==> src/rtl/cache_way_controller.sv <==
// Set-associative cache way controller: MESI tag/state lookup, round-robin victim choice,
// writeback/fill sequencing. Optional hit/miss statistics under the STATS_EN macro.
module cache_way_controller #(
  parameter int unsigned i_size   = 16,
  parameter int unsigned c_size   = 10,
  parameter int unsigned d_size   = 4,
  parameter int unsigned a_size   = 4,
  parameter int unsigned protocol = 2
) (
  input  logic                      clk,
  input  logic                      rst,
  input  logic                      req_valid,
  output logic                      req_ready,
  input  logic                      req_op,
  input  logic [i_size-1:0]         req_addr,
  output logic                      resp_valid,
  output logic                      resp_hit,
  output logic [$clog2(a_size)-1:0] resp_way,
  output logic                      mem_valid,
  output logic                      mem_write,
  output logic [i_size-1:0]         mem_addr,
  input  logic                      mem_ack
`ifdef STATS_EN
  ,
  output logic [15:0]               hit_count,
  output logic [15:0]               miss_count
`endif
);

  localparam int unsigned way_w  = $clog2(a_size);
  localparam int unsigned idx_w  = c_size - d_size - way_w;
  localparam int unsigned tag_w  = i_size - idx_w - d_size;
  localparam int unsigned n_sets = 2 ** idx_w;

  localparam logic [protocol-1:0] MESI_I = protocol'(0);
  localparam logic [protocol-1:0] MESI_E = protocol'(2);
  localparam logic [protocol-1:0] MESI_M = protocol'(3);

  typedef enum logic [2:0] {IDLE, LOOKUP, WB, FILL, RESP} state_t;

  state_t state, state_n;

  logic [n_sets-1:0][a_size-1:0][tag_w-1:0]    tag_mem;
  logic [n_sets-1:0][a_size-1:0][protocol-1:0] mesi_mem;
  logic [n_sets-1:0][way_w-1:0]                rr_ptr;

  logic             op_q;
  logic [tag_w-1:0] tag_q;
  logic [idx_w-1:0] idx_q;
  logic             hit_q;
  logic [way_w-1:0] way_q;

  logic              hit_c, inv_c, by_ptr_c;
  logic [way_w-1:0]  hit_way_c, inv_way_c, victim_c, sel_way;
  logic [i_size-1:0] mem_addr_n;

  // Offset bits of the request never affect line-granular behaviour.
  logic unused_addr_bits;
  assign unused_addr_bits = ^req_addr[d_size-1:0];

  // Tag compare and victim selection for the captured request's set.
  always_comb begin
    hit_c     = 1'b0;
    hit_way_c = '0;
    inv_c     = 1'b0;
    inv_way_c = '0;
    for (int w = 0; w < int'(a_size); w++) begin
      if (!hit_c && mesi_mem[idx_q][way_w'(w)] != MESI_I &&
          tag_mem[idx_q][way_w'(w)] == tag_q) begin
        hit_c     = 1'b1;
        hit_way_c = way_w'(w);
      end
      if (!inv_c && mesi_mem[idx_q][way_w'(w)] == MESI_I) begin
        inv_c     = 1'b1;
        inv_way_c = way_w'(w);
      end
    end
    by_ptr_c = !inv_c;
    victim_c = inv_c ? inv_way_c : rr_ptr[idx_q];
  end

  // Next state and next registered memory address.
  always_comb begin
    state_n    = state;
    mem_addr_n = '0;
    sel_way    = (state == LOOKUP) ? victim_c : way_q;
    case (state)
      IDLE:    if (req_valid) state_n = LOOKUP;
      LOOKUP: begin
        if (hit_c)                                  state_n = RESP;
        else if (mesi_mem[idx_q][victim_c] == MESI_M) state_n = WB;
        else                                        state_n = FILL;
      end
      WB:      if (mem_ack) state_n = FILL;
      FILL:    if (mem_ack) state_n = RESP;
      RESP:    state_n = IDLE;
      default: state_n = IDLE;
    endcase
    case (state_n)
      WB:      mem_addr_n = {tag_mem[idx_q][sel_way], idx_q, {d_size{1'b0}}};
      FILL:    mem_addr_n = {tag_q, idx_q, {d_size{1'b0}}};
      default: mem_addr_n = '0;
    endcase
  end

  // State register and registered outputs.
  always_ff @(posedge clk or posedge rst) begin
    if (rst) begin
      state      <= IDLE;
      req_ready  <= 1'b1;
      resp_valid <= 1'b0;
      resp_hit   <= 1'b0;
      resp_way   <= '0;
      mem_valid  <= 1'b0;
      mem_write  <= 1'b0;
      mem_addr   <= '0;
    end else begin
      state      <= state_n;
      req_ready  <= (state_n == IDLE);
      resp_valid <= (state == RESP);
      resp_hit   <= (state == RESP) && hit_q;
      resp_way   <= (state == RESP) ? way_q : '0;
      mem_valid  <= (state_n == WB) || (state_n == FILL);
      mem_write  <= (state_n == WB);
      mem_addr   <= mem_addr_n;
    end
  end

  // Request capture and lookup result.
  always_ff @(posedge clk or posedge rst) begin
    if (rst) begin
      op_q  <= 1'b0;
      tag_q <= '0;
      idx_q <= '0;
      hit_q <= 1'b0;
      way_q <= '0;
    end else begin
      if (state == IDLE && req_valid) begin
        op_q  <= req_op;
        tag_q <= req_addr[i_size-1 -: tag_w];
        idx_q <= req_addr[d_size +: idx_w];
      end
      if (state == LOOKUP) begin
        hit_q <= hit_c;
        way_q <= hit_c ? hit_way_c : victim_c;
      end
    end
  end

  // Tag, MESI and round-robin pointer arrays.
  always_ff @(posedge clk or posedge rst) begin
    if (rst) begin
      tag_mem  <= '0;
      mesi_mem <= '0;
      rr_ptr   <= '0;
    end else begin
      if (state == LOOKUP) begin
        if (hit_c && op_q)     mesi_mem[idx_q][hit_way_c] <= MESI_M;
        if (!hit_c && by_ptr_c) rr_ptr[idx_q] <= rr_ptr[idx_q] + way_w'(1);
      end
      if (state == FILL && mem_ack) begin
        tag_mem[idx_q][way_q]  <= tag_q;
        mesi_mem[idx_q][way_q] <= op_q ? MESI_M : MESI_E;
      end
    end
  end

`ifdef STATS_EN
  // Saturating hit/miss counters, one step per completed request.
  always_ff @(posedge clk or posedge rst) begin
    if (rst) begin
      hit_count  <= '0;
      miss_count <= '0;
    end else if (state == RESP) begin
      if (hit_q) begin
        if (hit_count != 16'hFFFF) hit_count <= hit_count + 16'd1;
      end else begin
        if (miss_count != 16'hFFFF) miss_count <= miss_count + 16'd1;
      end
    end
  end
`endif

endmodule

==> config.mk <==
export PLATFORM = sky130hd
export DESIGN_NAME = cache_way_controller
export DESIGN_NICKNAME = d
export VERILOG_FILES = /design/src/rtl/cache_way_controller.sv
export SDC_FILE = /design/constraint.sdc
export NUM_CORES = 2
export LEC_CHECK = 0
export ABC_AREA = 0
export CORE_MARGIN = 2
export CORE_UTILIZATION = 65
export CTS_CLUSTER_DIAMETER = 40
export DETAILED_ROUTE_END_ITERATION = 10
export PLACE_DENSITY = 0.82
export SLEW_MARGIN = 20
export SYNTH_ARGS = -nofsm -noshare
export SYNTH_HDL_FRONTEND = slang
export SYNTH_SLANG_ARGS = --single-unit
==> constraint.sdc <==
create_clock -name clk -period 42.3 [get_ports clk]
set_clock_uncertainty 0.05 [all_clocks]
set_input_delay 8.46 -clock clk [delete_from_list [all_inputs] [get_ports clk]]
set_output_delay 8.46 -clock clk [all_outputs]
set_load 0.02 [all_outputs]
Yosys cells after proc, flatten, opt, wreduce, memory -nomap -nowiden
Index checks and enable logic that the tools add are counted. Widths: inputs -> output; s select.

Muxes and demuxes: 48. Multipliers: 0. Magnitude comparators: 8. Reductions and logical operators: 24. Add/sub/neg operators: 1. Equal/unequal tests: 9. Shifts and indexed selects: 0. Divide/modulo/power cells: 0. Bitwise gates (word level): 1.

Operator list (number): $bwmux 512 (1); $mux 128 (3); $bmux 32 s4 (1); $bwmux 128 (1); $demux 32 s4 (1); $or 128x128->128 (1); $demux 8 s4 (2); $mux 32 (2); $mux 8 (5); $bmux 8 s4 (1); $bwmux 32 (1); $pmux 16 s2 (1); $mux 2 (9); $bmux 8 s2 (1); $demux 8 s2 (1); $eq 8x8->1 (2); $eq 3x2->1 const B (4); $logic_and 1x1->1 (12); $lt 2x3->1 const B (4); $mux 3 (4); $pmux 3 s4 (1); $bmux 2 s4 (1); $demux 2 s2 (2); $demux 2 s4 (1); other kinds (15) (29).

Latch bits: 0. Memories: 0. ROM bits: 0. Register bits after elaboration: 714. Output and inout bits: 23. Memory bits (writable): 0.

Longest topological paths before layout
Depth after elaboration: 20. Mapped depth: 17. Gate-level depth less buffers: 9.

Least setup slack after synthesis
No wires, ideal clock.

Path kind: input-to-reg. From: input port mem_ack. To: register tag_mem[480] (netlist bit). Stages on the path: 6. Setup slack: 32101 ps. Path buffers: 2. Data arrival time: 10024 ps. Cell sequence: nand3_1 > or3_1 > clkbuf_1 > clkbuf_1 > nor2_1 > mux2_2.

Longest elaborated chain between the ends: 1.

Ends and longest elaborated chain: start, declared (RTL line 22) `input logic mem_ack`; $logic_and 1x1->1 (RTL line 161) `if (state == FILL && mem_ack) begin`; end signal, assigned by index (RTL line 162) `tag_mem[idx_q][way_q] <= tag_q;`; end, declared (RTL line 43) `logic [n_sets-1:0][a_size-1:0][tag_w-1:0] tag_mem;`.

Every way passes these cells. A chain may end at the register's enable or synchronous reset.

==> out/results.ini <==
[yosys]
synth.distinct_cells = 60
synth-edff-count = 0
synth-compound-area-share_pct = 4.045
synth-adder-area-share_pct = 0
postSynthAreaPerCell_um2 = 14.57
ys_seq_elements = 710
synth_top_cell_by_area = dfrtp_1
synthTopCellsByArea = dfrtp_1 (55%), mux2_2 (20%), mux4_2 (11%), clkbuf_1 (1.4%), nor2_1 (1.2%)
synth_mux_area_share_pct = 32.53
async_flop_share_pct = 100.0
synth_top_area_share_pct = 54.73
ys_seq_area_share_pct = 54.81
synth_xor_area_share_pct = 0.3512
synth_area_um2 = 32420
synth_ff_type = dfrtp_1
ys_warn_count = 0
netlist_instances = 2225
yosys.area_share.simple_pct = 5.539
synth_top_family_by_area = multiplexers

[floorplanning]
rows = 81
die_h_um = 227.3
die-area_um2 = 51670
coreArea_um2 = 49050
start_util_pct = 66.09
die_w_um = 227.3
ios = 44

[setup_path]
required_ns = 42.80
crit_fanout = 136
crit_arrival_ns = 12.10
crit_type = input pin to asynchronous set/reset pin
end_kind = asynchronous set/reset pin
startpoint = rst
r2r-start = idx_q[0]
startpoint_type = input pin

[cells_and_area]
drive_above_1_share_pct = 45.03
area_growth_syn_to_layout_pct = 12.64
nets = 2238
nFillCells = 2926
n_antenna_cell = 0

[timing]
fin_crit_ns = 11.60
finalCritPeriodShare_pct = 27.43
rsz0062_at_grt = false
slew_headroom_pct = 20.16
setup_violations = 0
tightest_slew_ns = 1.193
slew_violations = 0
worst_hold_slack_ns = 0.4140
hold_viol_final = 0
fmax_mhz = 86.19
fin_tns_setup_ns = 0

[route]
drt_iter0_drc = 2122
drt-pass1-iter-count = 5
via_per_inst = 6.692
ant_nets = 0
wl_per_cell_um = 27.16
wl_mm = 80.41
drc = 0
vias = 19810

[clock_tree]
cts_buffer_depth = 3
clkTransAtPathRegs_ns = 0.05
clock-sinks = 710
cts_tree = built
insertion_delay_ns = 0.64
postCtsSetupBuffers = 0
numCtsBuffers = 95
clock-root-buffer = clkbuf_16
post_cts_resized = 0
htree_num_levels = 3
hold_buffers = 0

[global_routing]
grt_start_max_net_pins = 137
grt_use_total_pct = 32.58
grt_pass1_vias = 21090
grt_antenna_before_repair = 3
globalRouteOverflowTotal = 0
grt_pass1_wl_mm = 124.7

[worst_hold_path]
hold_path.startpoint = mesi_mem[51]
holdCritPathClass = flop to flop

[placement]
gp_congestion = 0.8518
hpwlAfterDp_mm = 47.01
portBuffers = 35

[pwr]
power_density_nw_per_um2 = 68.58
leakagePower_nw = 16.95
peakVddDrop_mv = 0.04944
power_w = 0.002504

[status]
outcome = finished clean

[job]
drv_cap = 0

## through the flow
| stage | util, % | cell area, µm² | setup WS, ns | cells |
|---|---|---|---|---|
| 3_5_place_dp | 67.49 | 33110 | 29.73 | 2784 |
| 5_1_grt | 74.44 | 36510 | 30.01 | 2960 |
| 3_3_place_gp | 67.47 | 33100 | 29.88 | 2784 |
| 2_1_floorplan | - | 32430 | 13.88 | 2228 |
| 4_1_cts | 74.36 | 36470 | 30.41 | 2960 |
| 6_report | 74.44 | 36510 | 30.70 | 2960 |
## final timing paths
path,endpoint,slack (ns),cells after the start
max,idx_q[1],30.70,5
max reg2reg,rr_ptr[12],36.09,11
max in group clk,tag_mem[87],31.26,6
min in group asynchronous,tag_mem[444],8.35,2
min,mesi_mem[51],0.41,1
min reg2reg,mesi_mem[51],0.41,1
## per-layer routing
metal / up-vias / routed length (µm) / track usage (%)
met2: 839 / 37960 / 50.47
met1: 10510 / 32530 / 44.10
li1: 8216 / - / -
met5: - / 0 / 0
met3: 242 / 6356 / 8.247
met4: 0 / 3564 / 14.82
## state kept, by name, indices dropped and copies added (netlist names), 3 cells and up
signal and count:
state 3, idx_q 4, mem_addr 12, tag_mem 512
rr_ptr 32, mesi_mem 128, tag_q 8
## cell usage in the layout, fill, tap and decap left out, drive strengths merged, types with 8 or more instances in the layout
master           n
clkdlybuf4s50   35
clkinvlp        11
nand4           11
bufinv          13
xnor2           10
nor2b            9
a22o            12
nand3           38
a211oi          11
a21oi           12
clkbuf         116
a22oi           25
clkinv          22
nor3            15
o211ai          12
o32a            32
mux4           162
nand2           76
mux2           585
inv             20
o21ai           53
and2            12
or2             38
dfrtp          709
nand2b          19
mux2i           31
o22ai            8
buf             37
nor2           114
## cell families after synthesis
logic type / count (synthesis)
AOI/OAI and AO/OA: 181
xor gates and xnor gates: 13
buffers and inverters: 186
DFF: 710
muxes: 778
other: 1
and+or+nand+nor: 356
## critical path, stage by stage
cell and delay (ns):
clkdlybuf4s50_1 0.49, inv_8 0.60, buf_4 0.79, buf_4 0.84, buf_4 0.78
## layout make-up
| type | count | area (µm²) | share of cell area (%) |
|---|---|---|---|
| flip-flops and latches | 710 | 17790 | 48.72 |
| multi-input cells | 1332 | 13840 | 37.89 |
| clock buffers | 116 | 2619 | 7.172 |
| well taps | 664 | 830.8 | 2.275 |
| clock inverters | 60 | 749.5 | 2.053 |
| repair buffers | 72 | 660.6 | 1.809 |
| inverters | 6 | 30.03 | 0.08224 |
## synthesized netlist by cell type, types with 15 or more instances
cell / number
mux2i_1: 31
buf_4: 15
or2_2: 31
buf_2: 23
a22oi_1: 25
mux4_2: 162
dfrtp_1: 709
o32a_1: 32
nand3_1: 36
o21ai_0: 50
mux2_2: 582
nor2_1: 104
nand2_1: 76
clkbuf_1: 119
nand2b_1: 19
## power by group
group | leakage (nW) | switching (W) | internal, W
logic | 5.71 | 0.000461 | 0.000302
clock network | 1.63 | 0.000312 | 0.000525
registers | 9.60 | 0.000101 | 0.000803
(Power assumes the default switching activity.)
